===== src/rtl/skin_map_reader_if.sv =====
// Skin-map reader bus: frame request, skin-map RAM read port, output stream and frame status.
// Latency: none (signal bundle only).
// Backpressure: the output stream is valid/ready (oValid/iReady); the RAM port has no stall.
//
// Ports (master = reader, slave = environment):
//   iStart       frame request pulse
//   oAddr_SM     skin-map read address
//   oRdreq_SM    skin-map read enable
//   iData_SM     read data, valid one cycle after oRdreq_SM
//   oValid       output skin bit available
//   iReady       downstream accepts the skin bit this cycle
//   oData        skin bit (1 = skin pixel)
//   oLast        marks the entry at address DEPTH-1
//   oBusy        frame read in progress
//   oSkin_count  skin bits transferred in the last completed frame
//   oDone        one-cycle pulse on frame completion
interface skin_map_reader_if #(
    parameter int ADDR_W = 13
);
    logic              iStart;
    logic [ADDR_W-1:0] oAddr_SM;
    logic              oRdreq_SM;
    logic              iData_SM;
    logic              oValid;
    logic              iReady;
    logic              oData;
    logic              oLast;
    logic              oBusy;
    logic [ADDR_W:0]   oSkin_count;
    logic              oDone;

    modport master (
        input  iStart,
        output oAddr_SM,
        output oRdreq_SM,
        input  iData_SM,
        output oValid,
        input  iReady,
        output oData,
        output oLast,
        output oBusy,
        output oSkin_count,
        output oDone
    );

    modport slave (
        output iStart,
        input  oAddr_SM,
        input  oRdreq_SM,
        output iData_SM,
        input  oValid,
        output iReady,
        input  oData,
        input  oLast,
        input  oBusy,
        input  oSkin_count,
        input  oDone
    );
endinterface


===== src/rtl/skin_map_reader.sv =====
// Reads one full frame of the skin map (addresses 0..DEPTH-1) and streams the bits out, counting skin pixels.
// Latency: start accepted at edge 0 -> first read in the next cycle -> first oValid after edge 2; then 1 bit/cycle.
// Backpressure: iReady low stalls the stream; reads are throttled so buffered + in-flight bits never exceed 2.
//
// Ports:
//   iClk    sole clock, rising edge
//   iReset  asynchronous, active-high reset
//   bus     skin_map_reader_if master modport (see interface file for the signal list)
module skin_map_reader #(
    parameter int DEPTH  = 8192,
    parameter int ADDR_W = 13
) (
    input  logic               iClk,
    input  logic               iReset,
    skin_map_reader_if.master  bus
);

    localparam logic [ADDR_W-1:0] LAST_ADDR = ADDR_W'(DEPTH - 1);

    typedef enum logic [1:0] {
        IDLE  = 2'd0,
        READ  = 2'd1,
        DRAIN = 2'd2
    } state_t;

    state_t            state_q;
    state_t            state_d;

    logic [ADDR_W-1:0] addr_q;
    logic              inflight_q;
    logic              inflight_last_q;

    // Two-entry output buffer; each entry carries the skin bit and its last flag.
    logic [1:0]        fifo_dat;
    logic [1:0]        fifo_lst;
    logic              wr_ptr;
    logic              rd_ptr;
    logic [1:0]        fifo_cnt;

    logic [ADDR_W:0]   skin_cnt_q;
    logic [ADDR_W:0]   skin_count_q;
    logic              done_q;

    logic              start_acc;
    logic              fifo_vld;
    logic              head_dat;
    logic              head_lst;
    logic              push;
    logic              pop;
    logic [1:0]        credit_used;
    logic              issue;
    logic              last_issue;
    logic              frame_end;

    assign start_acc = (state_q == IDLE) && bus.iStart;

    assign fifo_vld  = (fifo_cnt != 2'd0);
    assign head_dat  = fifo_dat[rd_ptr];
    assign head_lst  = fifo_lst[rd_ptr];

    // Data returned by the RAM always lands in the buffer the cycle it appears.
    assign push      = inflight_q;
    assign pop       = fifo_vld && bus.iReady;
    assign frame_end = pop && head_lst;

    // Slots committed after this edge: buffered + in flight, minus the entry leaving now.
    // Counting the departing entry lets reads continue back-to-back while the
    // consumer keeps up, yet the buffer can never be asked to hold a third bit.
    assign credit_used = fifo_cnt + {1'b0, inflight_q} - {1'b0, pop};

    assign issue      = (state_q == READ) && (credit_used < 2'd2);
    assign last_issue = issue && (addr_q == LAST_ADDR);

    // ------------------------------------------------------------------
    // Control FSM
    // ------------------------------------------------------------------
    always_ff @(posedge iClk or posedge iReset) begin
        if (iReset) begin
            state_q <= IDLE;
        end else begin
            state_q <= state_d;
        end
    end

    always_comb begin
        state_d = state_q;
        unique case (state_q)
            IDLE: begin
                if (bus.iStart) begin
                    state_d = READ;
                end
            end
            READ: begin
                // Leave once the final address has been issued; its data drains afterwards.
                if (last_issue) begin
                    state_d = DRAIN;
                end
            end
            DRAIN: begin
                if (frame_end) begin
                    state_d = IDLE;
                end
            end
            default: begin
                state_d = IDLE;
            end
        endcase
    end

    // ------------------------------------------------------------------
    // Read address generator and in-flight tracking
    // ------------------------------------------------------------------
    always_ff @(posedge iClk or posedge iReset) begin
        if (iReset) begin
            addr_q          <= '0;
            inflight_q      <= 1'b0;
            inflight_last_q <= 1'b0;
        end else begin
            inflight_q      <= issue;
            inflight_last_q <= last_issue;
            if (start_acc) begin
                addr_q <= '0;
            end else if (issue) begin
                // Wrap to 0 after the last address so the idle address reads 0.
                addr_q <= last_issue ? '0 : addr_q + ADDR_W'(1);
            end
        end
    end

    // ------------------------------------------------------------------
    // Output buffer
    // ------------------------------------------------------------------
    always_ff @(posedge iClk or posedge iReset) begin
        if (iReset) begin
            fifo_dat <= '0;
            fifo_lst <= '0;
            wr_ptr   <= 1'b0;
            rd_ptr   <= 1'b0;
            fifo_cnt <= 2'd0;
        end else begin
            if (push) begin
                fifo_dat[wr_ptr] <= bus.iData_SM;
                fifo_lst[wr_ptr] <= inflight_last_q;
                wr_ptr           <= ~wr_ptr;
            end
            if (pop) begin
                rd_ptr <= ~rd_ptr;
            end
            fifo_cnt <= fifo_cnt + {1'b0, push} - {1'b0, pop};
        end
    end

    // ------------------------------------------------------------------
    // Skin counting and frame completion
    // ------------------------------------------------------------------
    always_ff @(posedge iClk or posedge iReset) begin
        if (iReset) begin
            skin_cnt_q   <= '0;
            skin_count_q <= '0;
            done_q       <= 1'b0;
        end else begin
            done_q <= frame_end;
            if (start_acc) begin
                skin_cnt_q <= '0;
            end else if (pop && head_dat) begin
                skin_cnt_q <= skin_cnt_q + (ADDR_W+1)'(1);
            end
            // The final transfer is folded in here, so the published count is
            // complete in the same cycle the done pulse appears.
            if (frame_end) begin
                skin_count_q <= skin_cnt_q + (ADDR_W+1)'(head_dat);
            end
        end
    end

    // ------------------------------------------------------------------
    // Outputs
    // ------------------------------------------------------------------
    assign bus.oAddr_SM    = addr_q;
    assign bus.oRdreq_SM   = issue;
    assign bus.oValid      = fifo_vld;
    assign bus.oData       = fifo_vld && head_dat;
    assign bus.oLast       = fifo_vld && head_lst;
    assign bus.oBusy       = (state_q != IDLE);
    assign bus.oSkin_count = skin_count_q;
    assign bus.oDone       = done_q;

endmodule


===== src/flat_wrapper.sv =====
// flat-port wrapper written by rule: the top's interface ports become plain ports
module skin_map_reader_flat 
#(
    parameter int DEPTH  = 8192,
    parameter int ADDR_W = 13
)
  (iClk, iReset, bus_iStart, bus_oAddr_SM, bus_oRdreq_SM, bus_iData_SM, bus_oValid, bus_iReady, bus_oData, bus_oLast, bus_oBusy, bus_oSkin_count, bus_oDone);
  skin_map_reader_if #(.ADDR_W(ADDR_W)) bus_i ();
  input  logic iClk;
  input  logic iReset;
  input wire logic [$bits(bus_i.iStart)-1:0] bus_iStart;
  output wire logic [$bits(bus_i.oAddr_SM)-1:0] bus_oAddr_SM;
  output wire logic [$bits(bus_i.oRdreq_SM)-1:0] bus_oRdreq_SM;
  input wire logic [$bits(bus_i.iData_SM)-1:0] bus_iData_SM;
  output wire logic [$bits(bus_i.oValid)-1:0] bus_oValid;
  input wire logic [$bits(bus_i.iReady)-1:0] bus_iReady;
  output wire logic [$bits(bus_i.oData)-1:0] bus_oData;
  output wire logic [$bits(bus_i.oLast)-1:0] bus_oLast;
  output wire logic [$bits(bus_i.oBusy)-1:0] bus_oBusy;
  output wire logic [$bits(bus_i.oSkin_count)-1:0] bus_oSkin_count;
  output wire logic [$bits(bus_i.oDone)-1:0] bus_oDone;
  assign bus_i.iStart = bus_iStart;
  assign bus_oAddr_SM = bus_i.oAddr_SM;
  assign bus_oRdreq_SM = bus_i.oRdreq_SM;
  assign bus_i.iData_SM = bus_iData_SM;
  assign bus_oValid = bus_i.oValid;
  assign bus_i.iReady = bus_iReady;
  assign bus_oData = bus_i.oData;
  assign bus_oLast = bus_i.oLast;
  assign bus_oBusy = bus_i.oBusy;
  assign bus_oSkin_count = bus_i.oSkin_count;
  assign bus_oDone = bus_i.oDone;
  skin_map_reader #(.DEPTH(DEPTH), .ADDR_W(ADDR_W)) u_core (.iClk(iClk), .iReset(iReset), .bus(bus_i));
endmodule

===== config.mk =====
export PLATFORM = sky130hd
export DESIGN_NAME = skin_map_reader_flat
export DESIGN_NICKNAME = d
export VERILOG_FILES = /design/src/rtl/skin_map_reader_if.sv /design/src/rtl/skin_map_reader.sv /design/src/flat_wrapper.sv
export SDC_FILE = /design/constraint.sdc
export NUM_CORES = 1
export LEC_CHECK = 0
export CAP_MARGIN = 20
export CORE_MARGIN = 8
export CORE_UTILIZATION = 45
export DETAILED_ROUTE_END_ITERATION = 12
export PLACE_DENSITY = 0.73
export SYNTH_ARGS = -nofsm -noshare
export SYNTH_HDL_FRONTEND = slang
export SYNTH_SLANG_ARGS = --single-unit

===== constraint.sdc =====
create_clock -name iClk -period 6.1 [get_ports iClk]
set_clock_uncertainty 0.2 [all_clocks]
set_input_delay 0.915 -clock iClk [delete_from_list [all_inputs] [get_ports iClk]]
set_output_delay 0.915 -clock iClk [all_outputs]
set_load 0.05 [all_outputs]

==> flow_summary.yaml <==
outcome:
  status: "finished clean"
logic_synthesis:
  postSynthCellCount: 278
  synth_edf_count: 0
  syn_area_um2: 2720
  yosys_warnings: 0
  synth_top_flop_cell: "dfrtp_1"
  syn_area_per_cell_um2: 9.79
  synthArstFlopShare: 1.00
  synth-seq-cells: 54
  seq_area_frac_synth: 0.497
  synth_cell_types: 43
  synthesis.nets: 288
timing:
  period_share: 0.727
  relSlewSlack: 0.317
  fin_tns_setup_ns: 0
  fin_crit_ns: 4.44
  fmax_mhz: 225
  final_max_slew_viol_count: 0
  setup_ws_ns: 1.66
  rsz0062_at_grt: "no"
  final_hold_viol_count: 0
  finalSetupViolCount: 0
  worst_slew_pin_slew_ns: 1.02
power_and_ir_drop:
  seqPwrFrac: 0.339
  p_clk_frac: 0.141
  p_per_area_nw_per_um2: 515
  p_comb_frac: 0.520
  p_sw_frac: 0.468
  irDropWorstVdd_v: 0.000248
  switchingPower_w: 0.000790
  internal_power_w: 0.000899
  power_leakage_nw: 1.33
clock_tree:
  cts.path.max_buffers: 2
  cts_tree: "yes"
  clkLatencyLatePin_ns: 0.31
  hold_buffers: 0
  post-cts-setup-buffers: 0
  cts-root-buf: "clkbuf_8"
  clk_pin_slew_ns: 0.09
  htreeDepth: 2
  numClockSinks: 54
  cts-resized-gates: 0
  numCtsBuffers: 5
setup_path:
  endpoint_kind: "primary output"
  arrival_ns: 3.32
  cpLargestDelayFamily: "buffers and inverters"
  cp_max_fo: 9
  crit_buf_inv: 2
  path_cells: "clkdlybuf4s50_1 -> o21ai_2 -> xnor2_1 -> ha_1 -> xnor2_1 -> nor2_1 -> clkdlybuf4s50_1"
  critPathLaunchType: "primary input"
  worstPathRequired_ns: 4.98
  cp_slowest_cell: "clkdlybuf4s50_1"
  cpPeakStageDelay_ns: 0.87
  path_class: "in2out"
cells_and_area:
  final_common_cell: "dfrtp_1"
  nNetsFinal: 322
  drive_gt1_frac: 0.0735
  mostFrequentLayoutCells: "dfrtp_1, nor2_1, clkdlybuf4s50_1, nand2_1"
  area_growth_pct: 20.5
  fin_util: 0.557
  num_antenna_cells: 0
detailed_routing:
  ant_nets: 0
  drt_iter0_drc: 49
  drc_errors: 0
  vias: 2055
  first_pass_iters: 4
  wl_per_cell_um: 14.2
  totalWireLength_um: 5500
  drt-vias-per-instance: 5.30
placed_design:
  post-place-ws_ns: 1.69
  gp_congestion: 0.796
  port_buffers: 37
  dp_hpwl_um: 3950
grt:
  grt_pass1_wl_um: 9560
  grt_usage: 0.133
  grt_pass1_vias: 2052
  grt_max_degree: 30
  antenna_found_initial: 0
  grt_overflow_total: 0
die:
  row_count: 28
  die_y_um: 93.8
  io_pins: 38
  die_w_um: 93.8
  start_util: 0.462
  dieArea_um2: 8790
  core_um2: 5890
hold_path:
  worstHoldPathType: "reg2reg"
job:
  drv_cap: 0
[final timing paths]
check	start	to	slack, ns	depth (start not counted)
max	bus_iReady	bus_oRdreq_SM	1.66	7
min in group asynchronous	iReset	u_core.bus.oSkin_count[5]$_DFFE_PP0N_	0.77	2
min	u_core.wr_ptr$_DFFE_PP0P_	u_core.wr_ptr$_DFFE_PP0P_	0.30	1
max in group asynchronous	iReset	u_core.bus.oAddr_SM[4]$_DFFE_PP0P_	4.38	3
max reg2reg	u_core.fifo_cnt[1]$_DFF_PP0_	u_core.bus.oAddr_SM[0]$_DFFE_PP0P_	3.10	8
min reg2reg	u_core.wr_ptr$_DFFE_PP0P_	u_core.wr_ptr$_DFFE_PP0P_	0.30	1
[kinds of logic (layout without fill, tap and decap cells)]
| logic type | after synthesis | after routing | share of synthesized area |
|---|---|---|---|
| and+or+nand+nor | 121 | 121 | 0.228 |
| DFF | 54 | 54 | 0.497 |
| AOI/OAI and AO/OA | 37 | 37 | 0.0823 |
| xor gates and xnor gates | 29 | 29 | 0.0933 |
| buffers and inverters | 19 | 54 | 0.0267 |
| muxes | 13 | 13 | 0.0506 |
| adders and majority gates | 5 | 5 | 0.0230 |
[cells in the mapped netlist (6+ instances only)]
cell type  instances  area [µm²]
mux2_2             6        67.6
dfrtp_1           54        1350
xnor2_1           19         166
clkbuf_1          10        37.5
nand4_1            9        56.3
nand3_1            8        40.0
inv_1              7        26.3
xor2_1            10        87.6
nor3_1            10        50.1
nor2_1            40         150
nand2_1           21        78.8
o21ai_0            6        30.0
mux2i_1            7        70.1
a21oi_1           19        95.1
[registers in the layout, summed over array words and instances, names as in the netlist]
register,cells
u_core.bus.oAddr_SM,13
u_core.bus.oDone,1
u_core.bus.oSkin_count,14
u_core.fifo_cnt,2
u_core.fifo_dat,2
u_core.fifo_lst,2
u_core.inflight_last_q,1
u_core.inflight_q,1
u_core.rd_ptr,1
u_core.skin_cnt_q,14
u_core.state_q,2
u_core.wr_ptr,1
[through the flow]
stage / instances / total power (W) / area [µm²] / hold WS (ns)
final: 388 / 0.00169 / 3280 / 0.300
after global routing: 388 / 0.00180 / 3280 / 0.332
after CTS: 388 / 0.00171 / 3280 / 0.296
after detailed placement: 380 / 0.00146 / 3170 / 0.275
after global placement: 379 / 0.00145 / 3150 / 0.271
after floorplan: 278 / 0.00119 / 2720 / 0.254
[layout make-up]
type	count	area [µm²]
Clock buffer	5	68.8
Clock inverter	3	40.0
Fill cell	540	2610
Inverter	7	26.3
Multi-Input combinational cell	205	1300
Sequential cell	54	1350
Tap cell	75	93.8
Timing Repair Buffer	39	398
[metal layers]
layer  vias up  track usage  wire [µm]
li1       1029            -          -
met1       980        0.168       2600
met2        40        0.214       2510
met3         6       0.0392        316
met4         0       0.0410         61
met5         -            0          0
[power groups by stage]
stage	clock network (W)	registers (W)	logic, W
final	0.000238	0.000572	0.000878
after global routing	0.000261	0.000592	0.000943
after CTS	0.000246	0.000574	0.000885
after detailed placement	0	0.000581	0.000882
after global placement	0	0.000576	0.000872
after floorplan	0	0.000794	0.000393
(Power assumes the default switching activity.)
